## src/rtl/step_checker_pkg.sv

```systemverilog
// Shared definitions for step_checker: step-code constants, execute-group table,
// code classes and the phase encoding reported on the phase output.
package step_checker_pkg;

    typedef enum logic [1:0] {
        PH_IDLE  = 2'd0,
        PH_FETCH = 2'd1,
        PH_EXEC  = 2'd2,
        PH_HALT  = 2'd3
    } phase_t;

    typedef enum logic [2:0] {
        CL_ILLEGAL = 3'd0,
        CL_FETCH   = 3'd1,
        CL_START   = 3'd2,
        CL_SINGLE  = 3'd3,
        CL_BUBBLE  = 3'd4,
        CL_HALT    = 3'd5
    } step_class_t;

    localparam int LEN_W = 3;

    localparam int CODE_FETCH1 = 1;
    localparam int CODE_FETCH2 = 2;
    localparam int CODE_FETCH3 = 3;
    localparam int CODE_BUBBLE = 56;
    localparam int CODE_HALT   = 57;

    localparam int SINGLE_LO = 36;
    localparam int SINGLE_HI = 51;

    // Branch 52 is a two-step group (52,53); 54 is the one-step branch form.
    localparam int NUM_GROUPS = 12;
    localparam int GRP_START [0:NUM_GROUPS-1] = '{4, 8, 12, 14, 16, 18, 21, 24, 27, 30, 33, 52};
    localparam int GRP_LEN   [0:NUM_GROUPS-1] = '{4, 4,  2,  2,  2,  3,  3,  3,  3,  3,  3,  2};

    function automatic logic is_single(input int code);
        return (code >= SINGLE_LO && code <= SINGLE_HI) ||
               code == 54 || code == 55 || code == 58 || code == 59;
    endfunction

endpackage

```

## src/rtl/step_checker_lut.sv

```systemverilog
// step_lut: combinational map from a step code to its class and group length
// (group length is 1 for single-step codes, 0 for non-step codes).
module step_lut
    import step_checker_pkg::*;
#(
    parameter int SM_SIG_LEN = 6
) (
    input  logic [SM_SIG_LEN-1:0] code,
    output step_class_t           cls,
    output logic [LEN_W-1:0]      grp_len
);

    int code_w;
    assign code_w = int'(code);

    always_comb begin
        cls     = CL_ILLEGAL;
        grp_len = '0;
        if (code_w == CODE_FETCH1 || code_w == CODE_FETCH2 || code_w == CODE_FETCH3) begin
            cls = CL_FETCH;
        end else if (code_w == CODE_BUBBLE) begin
            cls = CL_BUBBLE;
        end else if (code_w == CODE_HALT) begin
            cls = CL_HALT;
        end else if (is_single(code_w)) begin
            cls     = CL_SINGLE;
            grp_len = LEN_W'(1);
        end else begin
            for (int i = 0; i < NUM_GROUPS; i++) begin
                if (code_w == GRP_START[i]) begin
                    cls     = CL_START;
                    grp_len = LEN_W'(GRP_LEN[i]);
                end
            end
        end
    end

endmodule

```

## config.mk

```make
export PLATFORM = sky130hd
export DESIGN_NAME = step_lut
export DESIGN_NICKNAME = d
export VERILOG_FILES = /design/src/rtl/step_checker_pkg.sv /design/src/rtl/step_checker_lut.sv
export SDC_FILE = /design/constraint.sdc
export NUM_CORES = 1
export LEC_CHECK = 0
export ABC_AREA = 1
export CAP_MARGIN = 5
export CELL_PAD_IN_SITES_DETAIL_PLACEMENT = 0
export CELL_PAD_IN_SITES_GLOBAL_PLACEMENT = 1
export CORE_AREA = 2 2 39 41
export DETAILED_ROUTE_END_ITERATION = 10
export DIE_AREA = 0 0 41 43
export GPL_TIMING_DRIVEN = 0
export MAX_ROUTING_LAYER = met4
export PLACE_DENSITY = 0.63
export SYNTH_ARGS = -nofsm -noshare
export SYNTH_HDL_FRONTEND = slang
export SYNTH_SLANG_ARGS = --single-unit
```

## constraint.sdc

```tcl
create_clock -name vclk -period 1.7
set_input_delay 0.34 -clock vclk [all_inputs]
set_output_delay 0.34 -clock vclk [all_outputs]
set_load 0.05 [all_outputs]
```

# Yosys cells after proc, flatten, opt, wreduce, memory -nomap -nowiden
# Cells that the tools add are included.
# totals
reg_bits	0
inputBits	6
output_inout_bits	6
word_cells	62
# op_classes
magnitude_cmp	2
n_eq_ne	21
mux	32
n_reduce_logical	7
# ops
op	n
two-way mux 3 bit	31
== test 6 bit (second input constant)	7
== test 6 x 5 -> 1 bit (second input constant)	6
== test 6 x 4 -> 1 bit (second input constant)	5
== test 6 x 3 -> 1 bit (second input constant)	2
== test 6 x 2 -> 1 bit (second input constant)	1
greater-or-equal comparator 6 bit (second input constant)	1
less-or-equal comparator 6 bit (second input constant)	1
logical OR 1 bit	6
two-way mux 2 bit	1
logical AND 1 bit	1

# Longest topological paths before layout
# depth
word_depth	17
mapped_depth	9
mapped_depth_nobuf	9

# Worst setup path after synthesis
# Ideal clock, no wire load.
# synth_path
path_kind	input port to output port
start	input code[4]
end	output cls[2]
arrival_time_ps	1511
t_required_ps	1360
slack_ps	-151
cell_stages	2
path_buffers	0
cell_sequence	nand2_1 nor3_1
# synth_via
elab_chain_len	15
elab_cells_between_ends	42
cone_classes	2 x order compare; 19 x eq/ne; 14 x mux; 7 x reduce/logical
# synth_lines
element	line	rtl
start: declaration	step_checker_lut.sv:8	input logic [SM_SIG_LEN-1:0] code,
== test 6 x 5 -> 1 bit	step_checker_lut.sv:30	if (code_w == GRP_START[i]) begin
two-way mux 3 bit (10 in a row)	step_checker_lut.sv:30	
two-way mux 3 bit	step_checker_lut.sv:25	end else if (is_single(code_w)) begin
two-way mux 3 bit	step_checker_lut.sv:23	end else if (code_w == CODE_HALT) begin
two-way mux 3 bit	step_checker_lut.sv:21	end else if (code_w == CODE_BUBBLE) begin
two-way mux 3 bit (*)	step_checker_lut.sv:19	if (code_w == CODE_FETCH1 || code_w == CODE_FETCH2 || code_w == CODE_FETCH3) begin
end: declaration	step_checker_lut.sv:9	output step_class_t cls,
# Mark *: on every way between the ends. The rest lies on a longest branch, timed or not.

# Worst setup path in the final report
# layout_path
start	input code[3]
end	output grp_len[0]
# layout_via
elab_chain_len	16
elab_cells_between_ends	44
cone_classes	2 x order compare; 20 x eq/ne; 15 x mux; 7 x reduce/logical
# layout_lines
element	line	rtl
== test 6 x 5 -> 1 bit	step_checker_lut.sv:30	
two-way mux 3 bit (11 in a row)	step_checker_lut.sv:30	
two-way mux 3 bit	step_checker_lut.sv:25	
two-way mux 3 bit	step_checker_lut.sv:23	
two-way mux 3 bit	step_checker_lut.sv:21	
two-way mux 3 bit (*)	step_checker_lut.sv:19	
end: declaration	step_checker_lut.sv:10	output logic [LEN_W-1:0] grp_len
# Marked as above.

==> impl_metrics.csv <==
group,metric,value,unit
status,run_status,"finished, final reports clean",
worst_hold_path,hold_start,"code[5]",
drt,drtIter0Drc,5,
global_routing,grt_max_degree,7,
synth,synth_area,253,um^2
drt,totalWireLength,727,um
synth,synthesis.nets,61,
finish,final_nets,76,
place,port_buffers,12,
power,leakage,0.238,nW
drt,antenna_left,0,
finish,fillers,172,
worst_hold_path,min_path_type,"in2out",
drt,drc,0,
synth,synth_cell_types,12,
synth,synth_cells,55,
worst_hold_path,holdPathEnd,"cls[0]",
finish,multiInputGateArea,268,um^2
power,p_per_area,361,mW/mm^2
finish,fin_area,432,um^2
worst_setup_path,worstPathRequired,1.36,ns
synth,yosysWarnings,0,
sta,max_freq,0.633,GHz
global_routing,grt_usage,9.62,%
global_routing,antenna_found_initial,0,
finish,drive_gt1_share,54.4,%
sta,slew_headroom,81.6,%
worst_setup_path,cp-end-kind,"output port",
place,place_inst,83,
place,placed_cell_area,398,um^2
die,fp-row-count,14,
worst_setup_path,slowest_stage,"buf_6",
sta,slew_viol_final,0,
finish,seqCellArea,0,um^2
die,die-area,0.00176,mm^2
drt,first_pass_iters,2,
synth,synthTopCellsByArea,"nand2_1 24%, nand3_1 12%, inv_1 12%",
die,core_area,0.00138,mm^2
finish,nFlopsAndLatches,0,
global_routing,grt_pass1_wl,1.23,mm
place,dp_hpwl,634,um
sta,fin_crit_sh,92.9,%
die,fp.dieW,41,um
finish,n_antenna_cell,0,
die,pin_count,12,
finish,syn_to_final_growth,70.8,%
worst_setup_path,crit_top_cell,"nand2_2",
sta,worstMarginPinSlew,0.278,ns
global_routing,gr-total-overflow,0,
synth,synth_top_cell_by_area,"nand2_1",
worst_setup_path,slowest_delay,0.15,ns
die,floorplan.initialDensity,18.3,%
run,max_cap_violations,0,
drt,via_per_inst,4.23,
worst_setup_path,critPathLaunchType,"input pin",
sta,hold_violations,0,
worst_setup_path,crit_path_start,"code[3]",
die,die_h,43,um
power,max-vdd-ir-drop,0.0894,mV
sta,setup_viol,0,
worst_setup_path,critPathMaxFanout,5,
finish,fin_cells,84,
synth,ys_seq_area_share,0,%
worst_setup_path,crit_arrival,1.24,ns
finish,nClkBuffers,0,
synth,netlist.area_leader.share,23.8,%
worst_setup_path,path_cells,"buf_2, inv_2, nand2_2, nand2_4, nand2_1, nand2_2, nand3b_4, nand2_2, inv_2, nand2_1, buf_6",
sta,tns,0,ns
finish,post-route-util,31.2,%
sta,grt_setup_unrepaired,"no",
worst_hold_path,whs_path_depth,5,
drt,route.vias.total,355,
worst_setup_path,crit_type,"in2out",
synth,syn_avg_cell_area,4.60,um^2
place,gp_congestion,0.758,
sta,fin_crit,1.58,ns
global_routing,grt_pass1_vias,304,
drt,wl_per_cell,8.65,um
clocking,cts_hold_buffers,0,
cells in the mapped netlist, drive strengths merged:
master and count:
nand4 3, inv 12, a21oi 1, and3 1
nand3 6, nor2 9, nand2 20, nand3b 1
nor3 2
cells in the final DEF (no fill, tap or decap):
| cell type | instances |
|---|---|
| nand2_1 | 12 |
| inv_1 | 7 |
| nand2_2 | 7 |
| inv_2 | 5 |
| nand3_1 | 5 |
| nor2_2 | 4 |
| buf_2 | 4 |
| buf_6 | 4 |
| nand4_1 | 3 |
| nor2_1 | 3 |
| clkbuf_2 | 3 |
| nor2_4 | 2 |
| nand2_4 | 1 |
| nand3_2 | 1 |
| nand3b_4 | 1 |
| nor3_1 | 1 |
| a21oi_2 | 1 |
| and3_4 | 1 |
| nor3_2 | 1 |
| clkdlybuf4s15_2 | 1 |
| buf_4 | 1 |
layout make-up:
| cell class | count | area share, % |
|---|---|---|
| Timing Repair Buffer | 13 | 22.9 |
| Inverter | 12 | 10.4 |
| Multi-Input combinational cell | 43 | 62.0 |
| Tap cell | 16 | 4.64 |
kinds of logic (layout without fill, tap and decap cells):
family / Yosys count / count (layout) / synth area share [%]
buffers and inverters: 12 / 25 / 17.8
AND/OR/NAND/NOR: 42 / 42 / 80.2
AO/OA/AOI/OAI: 1 / 1 / 1.98
worst max-delay path by stage:
| stage | slack (ns) | end |
|---|---|---|
| floorplan | 0.08 | cls[1] |
| global placement | -1.0 | grp_len[0] |
| detailed placement | -0.98 | grp_len[0] |
| CTS | 0.006 | cls[1] |
| global route | 0.02 | cls[1] |
| finish | 0.12 | grp_len[0] |
report_power, final:
group	switching (W)	leakage [nW]	internal (W)
logic	0.000103	0.238	0.0000525
clock network	0	0	0
registers	0	0	0
total	0.000103	0.238	0.0000525
per-layer routing:
layer	wire, um	up-vias	global-route usage [%]	share of wire (%)
li1	-	196	-	-
met1	337	151	13.3	46
met2	364	8	16.3	50
met3	25	0	0	3.4
met4	0	0	0	0
met5	0	-	-	0
critical path: cells and delay by family:
family	cells	cell delay, ns
simple gates	7	0.50
buf+inv	4	0.39
repair_timing:
action                     4_1_cts  5_1_grt
resized for setup               62       12
setup buffers                    0        1
pin swaps                        3        0
setup endpoints to repair        6        5
per-stage QoR:
step | total power, W | setup slack [ns] | hold WS (ns)
2_1_floorplan | 0.0000900 | 0.0780 | 0.782
3_3_place_gp | 0.000142 | -0.995 | 2.04
3_5_place_dp | 0.000142 | -0.983 | 2.03
4_1_cts | 0.000156 | 0.00625 | 1.27
5_1_grt | 0.000171 | 0.0185 | 1.22
6_report | 0.000156 | 0.121 | 1.17
No activity file was read; power rests on OpenSTA's default activity.
